<file path="config.mk">
export PLATFORM = sky130hd
export DESIGN_NAME = hazard_ctrl
export DESIGN_NICKNAME = d
export VERILOG_FILES = /design/src/rtl/hazard_ctrl.sv
export SDC_FILE = /design/constraint.sdc
export NUM_CORES = 1
export LEC_CHECK = 0
export BUFFER_PORTS_ARGS = -buffer_cell sky130_fd_sc_hd__buf_4
export CORE_MARGIN = 2
export CORE_UTILIZATION = 51
export DETAILED_ROUTE_END_ITERATION = 16
export GPL_TIMING_DRIVEN = 0
export HOLD_SLACK_MARGIN = 0.02
export PLACE_DENSITY = 0.79
export SLEW_MARGIN = 10
export SYNTH_ARGS = -nofsm -noshare
export SYNTH_HDL_FRONTEND = slang
export SYNTH_SLANG_ARGS = --single-unit
</file>
<file path="constraint.sdc">
create_clock -name clk -period 3.1 [get_ports clk]
set_clock_uncertainty 0.15 [all_clocks]
set_input_delay 0 -clock clk [delete_from_list [all_inputs] [get_ports clk]]
set_output_delay 0 -clock clk [all_outputs]
set_load 0.01 [all_outputs]
</file>
<file path="src/rtl/hazard_ctrl.sv">
// rtl/hazard_ctrl.sv - pipeline stall/flush control for the 5-stage 16-bit core
//
// Squashing registers load the NOP encoding 16'hA000; this block only decides
// when they hold or squash.

module hazard_ctrl #(
    parameter int MEM_LAT   = 2,
    parameter int DRAIN_CYC = 3
) (
    input  logic        clk,
    input  logic        rst_n,
    input  logic [3:0]  id_rs,
    input  logic        id_rs_used,
    input  logic [3:0]  id_rt,
    input  logic        id_rt_used,
    input  logic [3:0]  ex_rd,
    input  logic        ex_is_load,
    input  logic        ex_branch_taken,
    input  logic        mem_access,
    input  logic        id_halt,
    output logic        stall_pc,
    output logic        stall_if,
    output logic        flush_if,
    output logic        bubble_id,
    output logic        stall_mem,
    output logic        halted,
    output logic [15:0] stall_count
);

    localparam int WW = $clog2(MEM_LAT + 1);
    localparam int DW = $clog2(DRAIN_CYC + 1);

    // Counter value loaded on the first stall cycle of a data-memory access
    localparam logic [WW-1:0] FIRST_WAIT = (MEM_LAT > 1) ? WW'(MEM_LAT - 2) : '0;
    localparam logic [DW-1:0] DRAIN_INIT = DW'(DRAIN_CYC - 1);
    localparam logic          CAN_WAIT   = (MEM_LAT > 1);
    localparam logic          LAT_IS_TWO = (MEM_LAT == 2);

    typedef enum logic [1:0] {
        S_RUN    = 2'd0,
        S_DRAIN  = 2'd1,
        S_HALTED = 2'd2
    } state_t;

    state_t          state;
    state_t          next_state;
    logic [WW-1:0]   wait_cnt;
    logic            mem_done;
    logic [DW-1:0]   drain_cnt;

    logic            mem_start;
    logic            mem_wait;
    logic            load_use;

    logic            stall_pc_raw;
    logic            stall_if_raw;
    logic            flush_if_raw;
    logic            bubble_id_raw;
    logic            stall_mem_raw;

    // A new access starts stalling only if the previous one has not just completed;
    // mem_done blocks a re-trigger while the same instruction still sits in MEM.
    assign mem_start = CAN_WAIT && mem_access && (wait_cnt == '0) && !mem_done;
    assign mem_wait  = (state != S_HALTED) && (mem_start || (wait_cnt != '0));

    // Register 0 is hard-wired, so a load targeting it never creates a dependency
    assign load_use = ex_is_load && (ex_rd != 4'd0) &&
                      ((id_rs_used && (id_rs == ex_rd)) ||
                       (id_rt_used && (id_rt == ex_rd)));

    // State register
    always_ff @(posedge clk or negedge rst_n) begin
        if (!rst_n) begin
            state <= S_RUN;
        end else begin
            state <= next_state;
        end
    end

    // Next-state decision; a memory wait freezes every transition
    always_comb begin
        next_state = state;
        case (state)
            S_RUN: begin
                if (!mem_wait && !ex_branch_taken && !load_use && id_halt) begin
                    next_state = S_DRAIN;
                end
            end
            S_DRAIN: begin
                if (!mem_wait && (drain_cnt == '0)) begin
                    next_state = S_HALTED;
                end
            end
            S_HALTED: begin
                next_state = S_HALTED;
            end
            default: begin
                next_state = S_RUN;
            end
        endcase
    end

    // Stall/flush decode from state plus current inputs, before reset gating
    always_comb begin
        stall_pc_raw  = 1'b0;
        stall_if_raw  = 1'b0;
        flush_if_raw  = 1'b0;
        bubble_id_raw = 1'b0;
        stall_mem_raw = 1'b0;
        if (mem_wait) begin
            stall_pc_raw  = 1'b1;
            stall_if_raw  = 1'b1;
            stall_mem_raw = 1'b1;
        end else begin
            case (state)
                S_RUN: begin
                    if (ex_branch_taken) begin
                        flush_if_raw  = 1'b1;
                        bubble_id_raw = 1'b1;
                    end else if (load_use) begin
                        stall_pc_raw  = 1'b1;
                        stall_if_raw  = 1'b1;
                        bubble_id_raw = 1'b1;
                    end else if (id_halt) begin
                        stall_pc_raw  = 1'b1;
                        flush_if_raw  = 1'b1;
                    end
                end
                S_DRAIN, S_HALTED: begin
                    stall_pc_raw  = 1'b1;
                    stall_if_raw  = 1'b1;
                    bubble_id_raw = 1'b1;
                end
                default: begin
                    stall_pc_raw  = 1'b0;
                end
            endcase
        end
    end

    // While reset is held every control reads as inactive, whatever the inputs do
    assign stall_pc  = rst_n & stall_pc_raw;
    assign stall_if  = rst_n & stall_if_raw;
    assign flush_if  = rst_n & flush_if_raw;
    assign bubble_id = rst_n & bubble_id_raw;
    assign stall_mem = rst_n & stall_mem_raw;

    // Memory-wait counter, drain counter, halted flag and stall statistics
    always_ff @(posedge clk or negedge rst_n) begin
        if (!rst_n) begin
            wait_cnt    <= '0;
            mem_done    <= 1'b0;
            drain_cnt   <= '0;
            halted      <= 1'b0;
            stall_count <= 16'd0;
        end else begin
            if (mem_wait) begin
                if (wait_cnt == '0) begin
                    wait_cnt <= FIRST_WAIT;
                    mem_done <= LAT_IS_TWO;
                end else begin
                    wait_cnt <= wait_cnt - WW'(1);
                    mem_done <= (wait_cnt == WW'(1));
                end
            end else begin
                mem_done <= 1'b0;
            end

            if ((state == S_RUN) && (next_state == S_DRAIN)) begin
                drain_cnt <= DRAIN_INIT;
            end else if ((state == S_DRAIN) && !mem_wait && (drain_cnt != '0)) begin
                drain_cnt <= drain_cnt - DW'(1);
            end

            halted <= (next_state == S_HALTED);

            if (stall_pc_raw && (stall_count != 16'hFFFF)) begin
                stall_count <= stall_count + 16'd1;
            end
        end
    end

endmodule

</file>
==> results.md <==
| Result | This run |
|---|---|
| Wire length of the first global-routing pass | 5.37 mm |
| Cell area after synthesis | 1460 µm² |
| Data arrival time at the worst-slack endpoint | 2.65 ns |
| Instance count of the mapped netlist | 149 |
| Number of synthesized flops with an enable pin | 0 |
| Maximum fanout count along the critical path | 8 |
| Worst min-delay path category | in2reg |
| Synth Register Bits | 24 |
| PD cells | 314 nW/µm² |
| Final worst setup slack | 0.514 ns |
| Final antenna-violating net count | 0 |
| Resize count post-CTS | 0 |
| Cell type with the largest total area after synthesis | dfrtp_1 |
| Portion of synthesized cell area occupied by the leading cell type | 41.1% |
| Average detailed-routed wire length per instance | 14.1 µm |
| Max Cap Violations | 0 |
| Critical path class | reg2reg |
| Clk pin slew, worst setup/hold paths | 0.14 ns |
| Slew @ Worst Pin | 1.11 ns |
| Row Count | 19 |
| Main combinational cell family by area after synthesis | simple AND/OR/NAND/NOR gates |
| CTS Buf Count | 3 |
| Result of the run | finished clean |
| Post-detailed-route via-to-cell ratio | 5.57 |
| Post-detailed-placement cell area | 1810 µm² |
| Count of pins over their slew limit | 0 |
| Buffer cell driving the clock tree root | clkbuf_4 |
| Unique masters post-synth | 37 |
| Die extent in x | 57.5 µm |
| Share of flip-flops with an asynchronous set or reset after synthesis | 100% |
| Starting DRT DRC Count | 52 |
| Share of synthesized cell area in and, or, nand and nor gates | 28.0% |
| Setup Slack @ Placement | 0.627 ns |
| Number of global-route vias before repair | 1209 |
| Launching element type of the critical path | register |
| # H-tree levels | 1 |
| Cell types with the highest counts after synthesis | dfrtp_1 (24), xor2_1 (18), nand2_1 (12), nor2_1 (12), nand3_1 (9) |
| Final period utilization | 83.4% |
| Number of filler cells placed in the layout | 217 |
| Portion of netlist area occupied by mux cells | 0.771% |
| Number of buffers on the longest clock path | 2 |
| Fraction of the mapped netlist area in adder cells | 5.14% |
| Summed negative setup slack over all endpoints | 0 ns |
| Final setup viols | 0 |
| Number of hold violations in the final report | 0 |
| Clock insertion delay at the later pin of the skew report | 0.31 ns |
| Layout Cell Area excl Fill | 1900 µm² |
| Number of synthesis warnings | 0 |
| Overall routing resource usage | 20.4% |
| Starting Density | 53.5% |
| IR drop worst, VDD | 255 µV |
| Antenna cell count | 0 |
| Sequential-to-total area share from yosys stat | 41.1% |
| Leak Pwr | 0.952 nW |
| Antenna violations before repair | 0 |
| Final critical-path required period | 2.59 ns |
| Sink count of the clock tree | 24 |
| RSZ-0062 raised after global routing | no |
| Core Footprint | 2730 µm² |
| Via count of the routed design | 1276 |
| Aggregate global routing overflow | 0 |
| Post-DP HPWL | 2.41 mm |
| Critical path capture point type | register |
| I/O pins | 42 |
| Post-layout net count | 225 |
| Residual DRC | 0 |
| Synthesized-area fraction occupied by ao, oa, aoi and oai cells | 8.30% |
| Most frequently used cell type in the post-synthesis netlist | dfrtp_1 |
| Total power of the final layout | 0.596 mW |
| Required time at the endpoint of the critical path | 3.17 ns |
| Growth of design area from synthesis to finish | 30.1% |
| Xor-xnor portion of the synthesized cell area | 14.4% |
| Gpl congestion | 0.874 |
| Die H | 57.5 µm |
| Top FF cell, synth | dfrtp_1 |
| Area enclosed by the die boundary | 3310 µm² |
| CTS tree | yes |
| Fmax achieved | 387 MHz |
| Final wirelength | 3.23 mm |
| Mapped Nets | 175 |
| Cell types occupying the most area after synthesis | dfrtp_1 (41%), xor2_1 (11%), ha_1 (5.1%) |
| Relative max-transition margin | 25.8% |
| Number of optimization iterations in the first detailed-route pass | 4 |
| Share of post-route cells with drive strength above 1 | 27.3% |
| Setup bufs post-CTS | 0 |
| Post-synthesis area per instance | 9.81 µm² |
| PortBufs | 41 |
| Largest net degree at the start of global routing | 25 |
## flip-flops by register name, summed over array words and instances (netlist names)
signal / cells
drain_cnt: 2
halted: 1
state: 2
mem_done: 1
stall_count: 16
wait_cnt: 2
## critical path, cell delays in order, from the launching register on
cell	delay (ns)
dfrtp_1	0.42
inv_1	0.10
ha_1	0.26
a21o_1	0.27
a21o_1	0.20
a21oi_1	0.26
a21o_1	0.19
a31oi_1	0.05
dlygate4sd3_1	0.58
## kinds of logic (layout without fill, tap and decap cells)
logic type      Yosys count  after routing
simple gates             70             70
flops                    24             24
xor+xnor                 24             24
fa+ha+maj                 6              6
compound gates           17             17
mux                       1              1
buf+inv                   7             56
## metrics by stage
step / util, % / hold slack (ns) / instances
floorplan: - / -0.446 / 149
global placement: 66.1 / -0.226 / 221
detailed placement: 66.1 / -0.218 / 221
CTS: 69.5 / 0.0681 / 229
global route: 69.5 / 0.0975 / 229
finish: 69.5 / 0.0863 / 229
## timing repair
action	4_1_cts	5_1_grt
endpoints found under the hold margin	25	0
endpoints found under the setup margin	0	0
hold buffers	4	0
## report_power, final
group,switching (mW),internal (mW)
clock,0.0972,0.131
combinational,0.0260,0.0295
sequential,0,0.313
total,0.123,0.473
## placed cells by master, fill, tap and decap left out, types with 2 or more instances in the layout
master	Yosys	routed
a21o_1	4	4
a21oi_1	5	5
and2_1	3	3
buf_4	0	41
clkbuf_4	0	3
dfrtp_1	24	24
dlygate4sd3_1	0	4
ha_1	6	6
inv_1	6	6
nand2_1	12	12
nand2b_1	2	2
nand3_1	9	9
nand4_1	2	2
nor2_1	12	12
nor2b_1	3	3
nor3_1	7	7
nor3b_1	3	3
nor4_2	2	2
nor4b_1	3	3
or3_1	4	4
xnor2_1	6	6
xor2_1	18	18
## path summary, 6_finish.rpt
kind / slack [ns] / endpoint / cells after the start / startpoint
min in group asynchronous: 0.87 / stall_count[10] / 3 / rst_n
min: 0.09 / mem_done / 4 / mem_access
min reg2reg: 0.35 / mem_done / 1 / wait_cnt[1]
max in group asynchronous: 1.27 / drain_cnt[0] / 3 / rst_n
max reg2reg: 0.51 / state[1] / 8 / state[0]
max: 0.51 / state[1] / 8 / state[0]
## cell type report
type / count / area, µm² / share of cell area (%)
clock buffers: 3 / 22.5 / 1.18
inverters: 6 / 22.5 / 1.18
plain buffers: 1 / 11.3 / 0.592
multi-input cells: 118 / 827 / 43.5
repair buffers: 45 / 348 / 18.3
well taps: 31 / 38.8 / 2.04
clock inverters: 1 / 30.0 / 1.58
flip-flops and latches: 24 / 601 / 31.6
## per-layer routing
metal | GRT usage, % | vias to the layer above | routed length [µm]
met5 | 0 | - | 0
met4 | 3.65 | 0 | 8
met3 | 2.95 | 2 | 178
met2 | 36.2 | 50 | 1700
met1 | 26.6 | 603 | 1340
li1 | - | 621 | -
Power figures use the tool's default switching activity.
